[src/rtl/pipe4_pkg.sv]
// Shared types and helpers for the 1-of-4 elastic buffer.
package pipe4_pkg;

  // Width of the dropped-flit counter.
  localparam int ERR_W = 8;

  // Handshake events decoded for one clock cycle.
  typedef struct packed {
    logic push;  // valid flit written into the FIFO
    logic pop;   // head flit taken downstream
    logic drop;  // invalid flit handshaken but discarded
  } hs_t;

  // True when exactly one of the four rails of a sub-channel is high.
  function automatic logic onehot4_ok(input logic d0, input logic d1,
                                      input logic d2, input logic d3);
    logic any_pair;
    any_pair = (d0 & d1) | (d0 & d2) | (d0 & d3) |
               (d1 & d2) | (d1 & d3) | (d2 & d3);
    return (d0 | d1 | d2 | d3) & ~any_pair;
  endfunction

  // 1-of-4 to binary index. Only meaningful for a valid codeword.
  function automatic logic [1:0] enc4(input logic d0, input logic d1,
                                      input logic d2, input logic d3);
    logic unused_d0;
    unused_d0 = d0;  // rail 0 is implied by the other three being low
    return {d3 | d2, d3 | d1};
  endfunction

  // Binary index to 1-of-4 rails, bit v set for value v.
  function automatic logic [3:0] dec4(input logic [1:0] v);
    return 4'b0001 << v;
  endfunction

endpackage

[src/rtl/pipe4_codec.sv]
// Combinational 1-of-4 codec: checks and packs incoming rails, and
// re-expands stored binary into rails gated by an enable.
module pipe4_codec
  import pipe4_pkg::*;
#(
  parameter int SCN = 16
) (
  input  logic [SCN-1:0]   i_d0,
  input  logic [SCN-1:0]   i_d1,
  input  logic [SCN-1:0]   i_d2,
  input  logic [SCN-1:0]   i_d3,
  output logic             o_ok,
  output logic [2*SCN-1:0] o_packed,
  input  logic [2*SCN-1:0] i_packed,
  input  logic             i_en,
  output logic [SCN-1:0]   o_d0,
  output logic [SCN-1:0]   o_d1,
  output logic [SCN-1:0]   o_d2,
  output logic [SCN-1:0]   o_d3
);

  logic [3:0] w_rails;

  // Input side: AND of per-sub-channel validity, and the packed indices.
  always_comb begin
    // NOTE: every output of a combinational block gets a default first so
    // no path through the loop can leave it unassigned and infer a latch.
    o_ok     = 1'b1;
    o_packed = '0;
    for (int k = 0; k < SCN; k++) begin
      o_ok = o_ok & onehot4_ok(i_d0[k], i_d1[k], i_d2[k], i_d3[k]);
      o_packed[2*k +: 2] = enc4(i_d0[k], i_d1[k], i_d2[k], i_d3[k]);
    end
  end

  // Output side: decode each stored index and gate with the enable so the
  // rails sit at the all-zero spacer whenever nothing is presented.
  always_comb begin
    o_d0    = '0;
    o_d1    = '0;
    o_d2    = '0;
    o_d3    = '0;
    w_rails = '0;
    for (int k = 0; k < SCN; k++) begin
      w_rails = dec4(i_packed[2*k +: 2]);
      o_d0[k] = i_en & w_rails[0];
      o_d1[k] = i_en & w_rails[1];
      o_d2[k] = i_en & w_rails[2];
      o_d3[k] = i_en & w_rails[3];
    end
  end

endmodule

[src/rtl/pipe4_sync.sv]
// Clocked elastic buffer for 1-of-4 encoded flits. Valid flits are packed
// to 2 bits per sub-channel into a circular FIFO; invalid ones are
// handshaken, dropped and counted.
module pipe4_sync
  import pipe4_pkg::*;
#(
  parameter int DW     = 32,
  parameter int SCN    = DW / 2,
  parameter int DEPTH  = 4,
  parameter int EOF_EN = 1
) (
  input  logic                       clk,
  input  logic                       rst_n,
  input  logic                       in_valid,
  output logic                       in_ready,
  input  logic [SCN-1:0]             in_d0,
  input  logic [SCN-1:0]             in_d1,
  input  logic [SCN-1:0]             in_d2,
  input  logic [SCN-1:0]             in_d3,
  input  logic                       in_eof,
  output logic                       out_valid,
  input  logic                       out_ready,
  output logic [SCN-1:0]             out_d0,
  output logic [SCN-1:0]             out_d1,
  output logic [SCN-1:0]             out_d2,
  output logic [SCN-1:0]             out_d3,
  output logic                       out_eof,
  output logic [$clog2(DEPTH):0]     count,
  output logic                       code_err,
  output logic [ERR_W-1:0]           err_cnt
);

  localparam int PW  = $clog2(DEPTH);
  localparam int CW  = PW + 1;
  localparam int PKW = 2 * SCN;
  localparam int SW  = PKW + EOF_EN;

  logic [SW-1:0]    r_mem [DEPTH];
  logic [PW-1:0]    r_wr_ptr;
  logic [PW-1:0]    r_rd_ptr;
  logic [CW-1:0]    r_count;
  logic             r_code_err;
  logic [ERR_W-1:0] r_err_cnt;

  logic             w_in_ok;
  logic [PKW-1:0]   w_in_packed;
  logic [SW-1:0]    w_wr_word;
  logic [SW-1:0]    w_rd_word;
  logic             w_rd_eof;
  logic             w_accept;
  hs_t              w_hs;

  // Handshake flags are pure functions of the count register, so there is
  // no combinational path from out_ready to in_ready.
  assign in_ready  = (r_count < CW'(DEPTH));
  assign out_valid = (r_count != '0);
  assign w_accept  = in_valid & in_ready;

  // Classify this cycle's handshakes.
  always_comb begin
    w_hs      = '0;
    w_hs.push = w_accept & w_in_ok;
    w_hs.drop = w_accept & ~w_in_ok;
    w_hs.pop  = out_valid & out_ready;
  end

  pipe4_codec #(.SCN(SCN)) u_codec (
    .i_d0     (in_d0),
    .i_d1     (in_d1),
    .i_d2     (in_d2),
    .i_d3     (in_d3),
    .o_ok     (w_in_ok),
    .o_packed (w_in_packed),
    .i_packed (w_rd_word[PKW-1:0]),
    .i_en     (out_valid),
    .o_d0     (out_d0),
    .o_d1     (out_d1),
    .o_d2     (out_d2),
    .o_d3     (out_d3)
  );

  // The eof bit occupies the top of each entry only when it is carried.
  if (EOF_EN != 0) begin : g_eof
    assign w_wr_word = {in_eof, w_in_packed};
    assign w_rd_eof  = w_rd_word[SW-1];
  end else begin : g_no_eof
    assign w_wr_word = w_in_packed;
    assign w_rd_eof  = 1'b0;
  end

  assign w_rd_word = r_mem[r_rd_ptr];
  assign out_eof   = out_valid & w_rd_eof;

  // Storage write on an accepted valid flit.
  always_ff @(posedge clk) begin
    // NOTE: the storage array has no reset; stale entries are never visible
    // because the outputs are gated by out_valid, which reset clears.
    if (w_hs.push) begin
      r_mem[r_wr_ptr] <= w_wr_word;
    end
  end

  // Pointers and occupancy count, with synchronous active-low reset.
  always_ff @(posedge clk) begin
    // NOTE: sequential state uses non-blocking assignments so every flop
    // samples the pre-edge values regardless of statement order.
    if (!rst_n) begin
      r_wr_ptr <= '0;
      r_rd_ptr <= '0;
      r_count  <= '0;
    end else begin
      if (w_hs.push) r_wr_ptr <= r_wr_ptr + PW'(1);
      if (w_hs.pop)  r_rd_ptr <= r_rd_ptr + PW'(1);
      case ({w_hs.push, w_hs.pop})
        2'b10:   r_count <= r_count + CW'(1);
        2'b01:   r_count <= r_count - CW'(1);
        default: r_count <= r_count;
      endcase
    end
  end

  // Drop reporting: one-cycle pulse plus a saturating counter.
  always_ff @(posedge clk) begin
    if (!rst_n) begin
      r_code_err <= 1'b0;
      r_err_cnt  <= '0;
    end else begin
      r_code_err <= w_hs.drop;
      if (w_hs.drop && (r_err_cnt != {ERR_W{1'b1}})) begin
        r_err_cnt <= r_err_cnt + ERR_W'(1);
      end
    end
  end

  assign count    = r_count;
  assign code_err = r_code_err;
  assign err_cnt  = r_err_cnt;

endmodule

[config.mk]
export PLATFORM = sky130hd
export DESIGN_NAME = pipe4_sync
export DESIGN_NICKNAME = d
export VERILOG_FILES = /design/src/rtl/pipe4_pkg.sv /design/src/rtl/pipe4_codec.sv /design/src/rtl/pipe4_sync.sv
export SDC_FILE = /design/constraint.sdc
export NUM_CORES = 1
export LEC_CHECK = 0
export CAP_MARGIN = 20
export CELL_PAD_IN_SITES_DETAIL_PLACEMENT = 0
export CELL_PAD_IN_SITES_GLOBAL_PLACEMENT = 1
export CORE_UTILIZATION = 45
export DETAILED_ROUTE_END_ITERATION = 8
export PLACE_DENSITY_LB_ADDON = 0.1
export SETUP_SLACK_MARGIN = 0.15
export SLEW_MARGIN = 20
export SYNTH_ARGS = -nofsm -noshare
export SYNTH_HDL_FRONTEND = slang
export SYNTH_HIERARCHICAL = 1
export SYNTH_SLANG_ARGS = --single-unit
[constraint.sdc]
create_clock -name clk -period 5.8 [get_ports clk]
set_clock_uncertainty 0.1 [all_clocks]
set_input_delay 1.16 -clock clk [delete_from_list [all_inputs] [get_ports clk]]
set_output_delay 1.16 -clock clk [all_outputs]
set_load 0.005 [all_outputs]
==> results of run 1 <==
==> critical path, cell delays in order (launching register included) <==
cell and delay [ns]:
dfxtp_2 0.82, buf_4 0.42, mux4_2 0.60, nor3b_1 0.25
clkdlybuf4s50_1 0.55
==> worst min-delay path by stage <==
stage               cells past startpoint                     from                 endpoint
finish                                  2  err_cnt[7]$_SDFFE_PN0P_  err_cnt[7]$_SDFFE_PN0P_
global route                            2  err_cnt[7]$_SDFFE_PN0P_  err_cnt[7]$_SDFFE_PN0P_
CTS                                     2  err_cnt[7]$_SDFFE_PN0P_  err_cnt[7]$_SDFFE_PN0P_
detailed placement                      2  err_cnt[7]$_SDFFE_PN0P_  err_cnt[7]$_SDFFE_PN0P_
global placement                        2  err_cnt[7]$_SDFFE_PN0P_  err_cnt[7]$_SDFFE_PN0P_
floorplan                               2  err_cnt[7]$_SDFFE_PN0P_  err_cnt[7]$_SDFFE_PN0P_
==> through the flow <==
stage          hold WS (ns)  instances  power [mW]
2_1_floorplan         0.372        453        1.24
5_1_grt               0.420        807        2.54
6_report              0.395        807        2.47
3_3_place_gp          0.389        774        1.32
3_5_place_dp          0.391        774        1.32
4_1_cts               0.402        806        2.48
==> routing by layer <==
metal,vias to the layer above,GRT usage [%]
met5,-,0
met4,0,5.74
met3,6,4.85
met2,135,35.8
met1,2174,28.1
li1,2052,-
==> power by group through the flow <==
stage	clock (mW)	combinational (mW)	sequential [mW]
3_5_place_dp	0	0.124	1.20
5_1_grt	1.23	0.134	1.18
4_1_cts	1.18	0.125	1.18
6_report	1.16	0.124	1.18
2_1_floorplan	0	0.0450	1.20
3_3_place_gp	0	0.122	1.20
==> cell type report <==
class,count,area (µm²),area share (%)
Inverter,11,41.3,0.452
Timing Repair Buffer,156,1550,17.0
Multi-Input combinational cell,274,2340,25.7
Sequential cell,150,4330,47.4
Clock inverter,15,210,2.30
Clock buffer,17,425,4.66
Tap cell,184,230,2.52
==> cells in the final DEF (no fill, tap or decap), drive strengths merged, types with 18 or more instances in the layout <==
cell / instances
or2: 32
dfxtp: 18
clkdlybuf4s50: 147
edfxtp: 132
mux4: 33
nor2: 42
nand2: 25
==> state kept, by name, summed over array words and instances (netlist names), named ones only <==
signal    cells
code_err      1
count         3
r_rd_ptr      2
r_wr_ptr      2
r_mem       132
err_cnt       8
==> cell families after synthesis <==
logic type	synth area share, %
AO/OA/AOI/OAI	3.51
XOR/XNOR	2.82
adder cells (fa/ha/maj)	1.40
buffers and inverters	1.68
flip-flops	63.8
multiplexers	11.9
AND/OR/NAND/NOR	14.9
==> results_dict.tcl, run 1 <==
set metrics [dict create \
    synth_top_area_share_pct 58.5 \
    drtIter0Drc 398 \
    yosysTopAreaCell "edfxtp_1" \
    antenna_found_initial 0 \
    pwr-share-clk_pct 47.2 \
    synth_seq_cells 150 \
    grt_max_degree 67 \
    antenna_cells 0 \
    layout_min_cycle_time_ns 4.31 \
    seq_power_share_pct 47.7 \
    synth_warnings 6 \
    grt.total_usage_pct 21.4 \
    max-cap-violations 0 \
    syn_area_per_cell_um2 15.0 \
    row_count 44 \
    cts_hold_buffers 0 \
    p_leak_nw 3.22 \
    dieArea_mm2 0.0156 \
    worst_slew_pin_slew_ns 0.981 \
    drive_above_1_share_pct 15.6 \
    synthTopCellsByCount "edfxtp_1, nor2_1, mux4_2" \
    cts_tree "done" \
    post_drt_via_cell_ratio 5.41 \
    dr.pass1.iters 6 \
    io-pin-count 148 \
    syn_nets 529 \
    ys.flop_type "edfxtp_1" \
    crit_path_end "out_d0[5]" \
    grt_overflow 0 \
    r2r_setup_slack_ns 3.56 \
    slew_viol_final 0 \
    die_w_um 125 \
    critPathCaptureType "output port" \
    synthesis.area_mm2 0.00678 \
    crit_required_ns 4.54 \
    cts_setup_buffers 0 \
    slew_headroom_pct 34.5 \
    grt_pass1_vias 4470 \
    core-area_mm2 0.0146 \
    p_per_area_mw_per_mm2 270 \
    crit_arrival_ns 3.05 \
    numCtsBuffers 17 \
    switchingPower_mw 0.466 \
    synth_most_common_cell "edfxtp_1" \
    areaGrowthSynthToFinish_pct 34.7 \
    final_nets 686 \
    cts.reportedPaths.clkPinSlew_ns 0.06 \
    numPortBuffers 147 \
    synth_area_leaders "edfxtp_1, mux4_2, dfxtp_1" \
    die_h_um 125 \
    post_cts_resized 0 \
    wl_per_cell_um 19.9 \
    grt_pass1_wl_um 24800 \
    switching_share_pct 18.9 \
    dr.max_layer_used "met4" \
    final_area_mm2 0.00913 \
    synth_edf_count 132 \
    status "finished, final reports clean" \
    r2r_start "count[2]$_SDFFE_PN0P_" \
    utilization_pct 62.6 \
    async_reset_ff_share_pct 0 \
    netlist_instances 453 \
    ys_types 41 \
    internal_power_mw 2.00 \
    fillCellCount 1097 \
    dr_wl_met2_um 8130 \
    clockBufferDepth 2 \
    worst-r2r-cell-count 8 \
    fin_crit_sh_pct 74.3 \
    start_util_pct 46.5 \
    peakVddDrop_uv 164 \
    fin_ws_ns 1.49 \
    vias 4367 \
    wl_met3_um 882 \
    combPwrFrac_pct 5.0 \
    clock-root-buffer "clkbuf_16" \
    fmax_ghz 0.232 \
    drt_wl_total_um 16000 \
    rsz0062_at_grt "no" \
    place_ws_ns 1.13 \
    hold_viol 0 \
    critical_path.max_fanout 21 \
    ant_nets 0 \
    met1_length_um 6900 \
    routabilityCongestion 0.758 \
    cp-start-kind "flip-flop" \
    drc 0 \
    dp_hpwl_um 11700 \
    critPathKind "reg2out" \
    tns_ns 0 \
    hold_path_class "reg2reg" \
    synth_seq_area_share_pct 63.8 \
    cts_sinks 150 \
    htreeDepth 4 \
    clk_latency_ns 0.41 \
    place_area_mm2 0.00847 \
    timing.rr.end "count[2]$_SDFFE_PN0P_" \
    setup_viol 0 \
]
Power figures use the tool's default switching activity.
==> run 2, diff against run 1 <==
CORE_UTILIZATION = 42   (was 45)
clock period = 4.5 ns   (was 5.8 ns; I/O delays follow)
==> run 2 against run 1 <==
First-iteration DRC count shrank 26%; largest cell class unchanged; cell area up 1.2%; via count is 0.25% lower; clock power increased by 27%; critical path depth grew 10; worst setup slack got worse by 0.68 ns.
==> results_dict.tcl, run 2 (synthesized netlist as in run 1, its figures left out) <==
set metrics [dict create \
    p_leak_nw 3.25 \
    drive_above_1_share_pct 16.6 \
    critical_path.max_fanout 7 \
    slew_viol_final 0 \
    timing.rr.end "count[2]$_SDFFE_PN0P_" \
    worstHoldStart "err_cnt[7]$_SDFFE_PN0P_" \
    top_register "r_mem" \
    cts_setup_buffers 0 \
    dieArea_mm2 0.0167 \
    dr.max_layer_used "met4" \
    dr_wl_met2_um 8150 \
    crit_arrival_ns 3.94 \
    fin_crit_sh_pct 82.0 \
    post_cts_resized 0 \
    critPathKind "in2reg" \
    final_cell_mix "clkdlybuf4s50_1, edfxtp_1, nor2_1, mux4_2, nand2_1" \
    clk_latency_ns 0.42 \
    drt_wl_total_um 15600 \
    vias 4356 \
    hold_path_class "reg2reg" \
    layout_min_cycle_time_ns 3.69 \
    startpoint "in_d3[9]" \
    final_nets 688 \
    dr.pass1.iters 4 \
    clockBufferDepth 2 \
    numPortBuffers 147 \
    peakVddDrop_uv 236 \
    grt.total_usage_pct 19.9 \
    numCtsBuffers 17 \
    grt_pass1_vias 4381 \
    cts_hold_buffers 0 \
    wl_met3_um 708 \
    slew_headroom_pct 65.0 \
    routabilityCongestion 0.766 \
    worst-r2r-cell-count 8 \
    critPathCaptureType "flip-flop" \
    tns_ns 0 \
    io-pin-count 148 \
    cts.reportedPaths.clkPinSlew_ns 0.06 \
    grt_max_degree 67 \
    start_util_pct 42.8 \
    dp_hpwl_um 11200 \
    place_ws_ns 0.416 \
    p_per_area_mw_per_mm2 340 \
    grt_pass1_wl_um 23800 \
    crit_required_ns 4.75 \
    ant_nets 0 \
    r2r_start "count[2]$_SDFFE_PN0P_" \
    drc 0 \
    r2r_setup_slack_ns 2.27 \
    post_drt_via_cell_ratio 5.18 \
    crit_path_end "count[2]$_SDFFE_PN0P_" \
    antenna_cells 0 \
    core-area_mm2 0.0158 \
    met1_length_um 6450 \
    areaGrowthSynthToFinish_pct 36.3 \
    worst_slew_pin_slew_ns 0.525 \
    grt_overflow 0 \
    clock-root-buffer "clkbuf_16" \
    cp-start-kind "input port" \
    max-cap-violations 0 \
    wl_per_cell_um 18.5 \
    total_power_mw 3.14 \
    fin_ws_ns 0.809 \
    hold_viol 0 \
    fmax_ghz 0.271 \
    drtIter0Drc 294 \
    die_h_um 129 \
    cts_tree "done" \
    status "finished, final reports clean" \
    htreeDepth 4 \
    die_w_um 129 \
    rsz0062_at_grt "no" \
    layout_commonest_cell "clkdlybuf4s50_1" \
    largest_reg_flops 132 \
    antenna_found_initial 0 \
    row_count 46 \
    cts_sinks 150 \
    setup_viol 0 \
]
[run 2: power by group]
part | internal, mW | switching [mW] | total, mW | leakage [nW]
Sequential | 1.51 | 0.00275 | 1.52 | 1.48
Combinational | 0.0878 | 0.0693 | 0.157 | 1.48
Clock | 0.939 | 0.532 | 1.47 | 0.295
Total | 2.54 | 0.604 | 3.14 | 3.25
[run 2: stage by stage]
| stage | utilization (%) | area (µm²) | hold slack [ns] | instances |
|---|---|---|---|---|
| 6_report | 58.4 | 9240 | 0.390 | 841 |
| 3_3_place_gp | 54.4 | 8620 | 0.373 | 809 |
| 4_1_cts | 58.4 | 9240 | 0.397 | 841 |
| 3_5_place_dp | 54.4 | 8620 | 0.388 | 809 |
| 5_1_grt | 58.4 | 9240 | 0.438 | 841 |
| 2_1_floorplan | - | 6780 | 0.372 | 453 |
[run 2: metal layers]
metal | track usage (%) | vias up
met4 | 8.24 | 0
met3 | 3.72 | 19
met5 | 0 | -
met1 | 24.9 | 2157
met2 | 34.2 | 117
li1 | - | 2063
[run 2: worst min-delay path by stage]
stage,endpoint,slack (ns),cells past startpoint
after floorplan,err_cnt[7]$_SDFFE_PN0P_,0.37,2
final,err_cnt[7]$_SDFFE_PN0P_,0.39,2
after CTS,err_cnt[7]$_SDFFE_PN0P_,0.40,2
after global placement,err_cnt[7]$_SDFFE_PN0P_,0.37,2
after detailed placement,err_cnt[7]$_SDFFE_PN0P_,0.39,2
after global routing,err_cnt[7]$_SDFFE_PN0P_,0.44,2
[run 2: cell type report]
| cell class | count | area (µm²) |
|---|---|---|
| Inverter | 11 | 41.3 |
| Sequential cell | 150 | 4330 |
| Clock inverter | 13 | 179 |
| Fill cell | 1251 | 6590 |
| Multi-Input combinational cell | 274 | 2350 |
| Clock buffer | 19 | 443 |
| Timing Repair Buffer | 158 | 1630 |
| Tap cell | 216 | 270 |
[run 2: critical path, cell delays in order]
cell             delay (ns)
clkdlybuf4s50_1        0.44
or2_1                  0.33
xnor2_1                0.28
nand4_1                0.12
nor4_1                 0.21
and2_1                 0.28
and3b_1                0.34
inv_1                  0.08
ha_1                   0.21
inv_1                  0.07
fa_1                   0.17
xor2_1                 0.07
or3_1                  0.30
a21oi_1                0.14
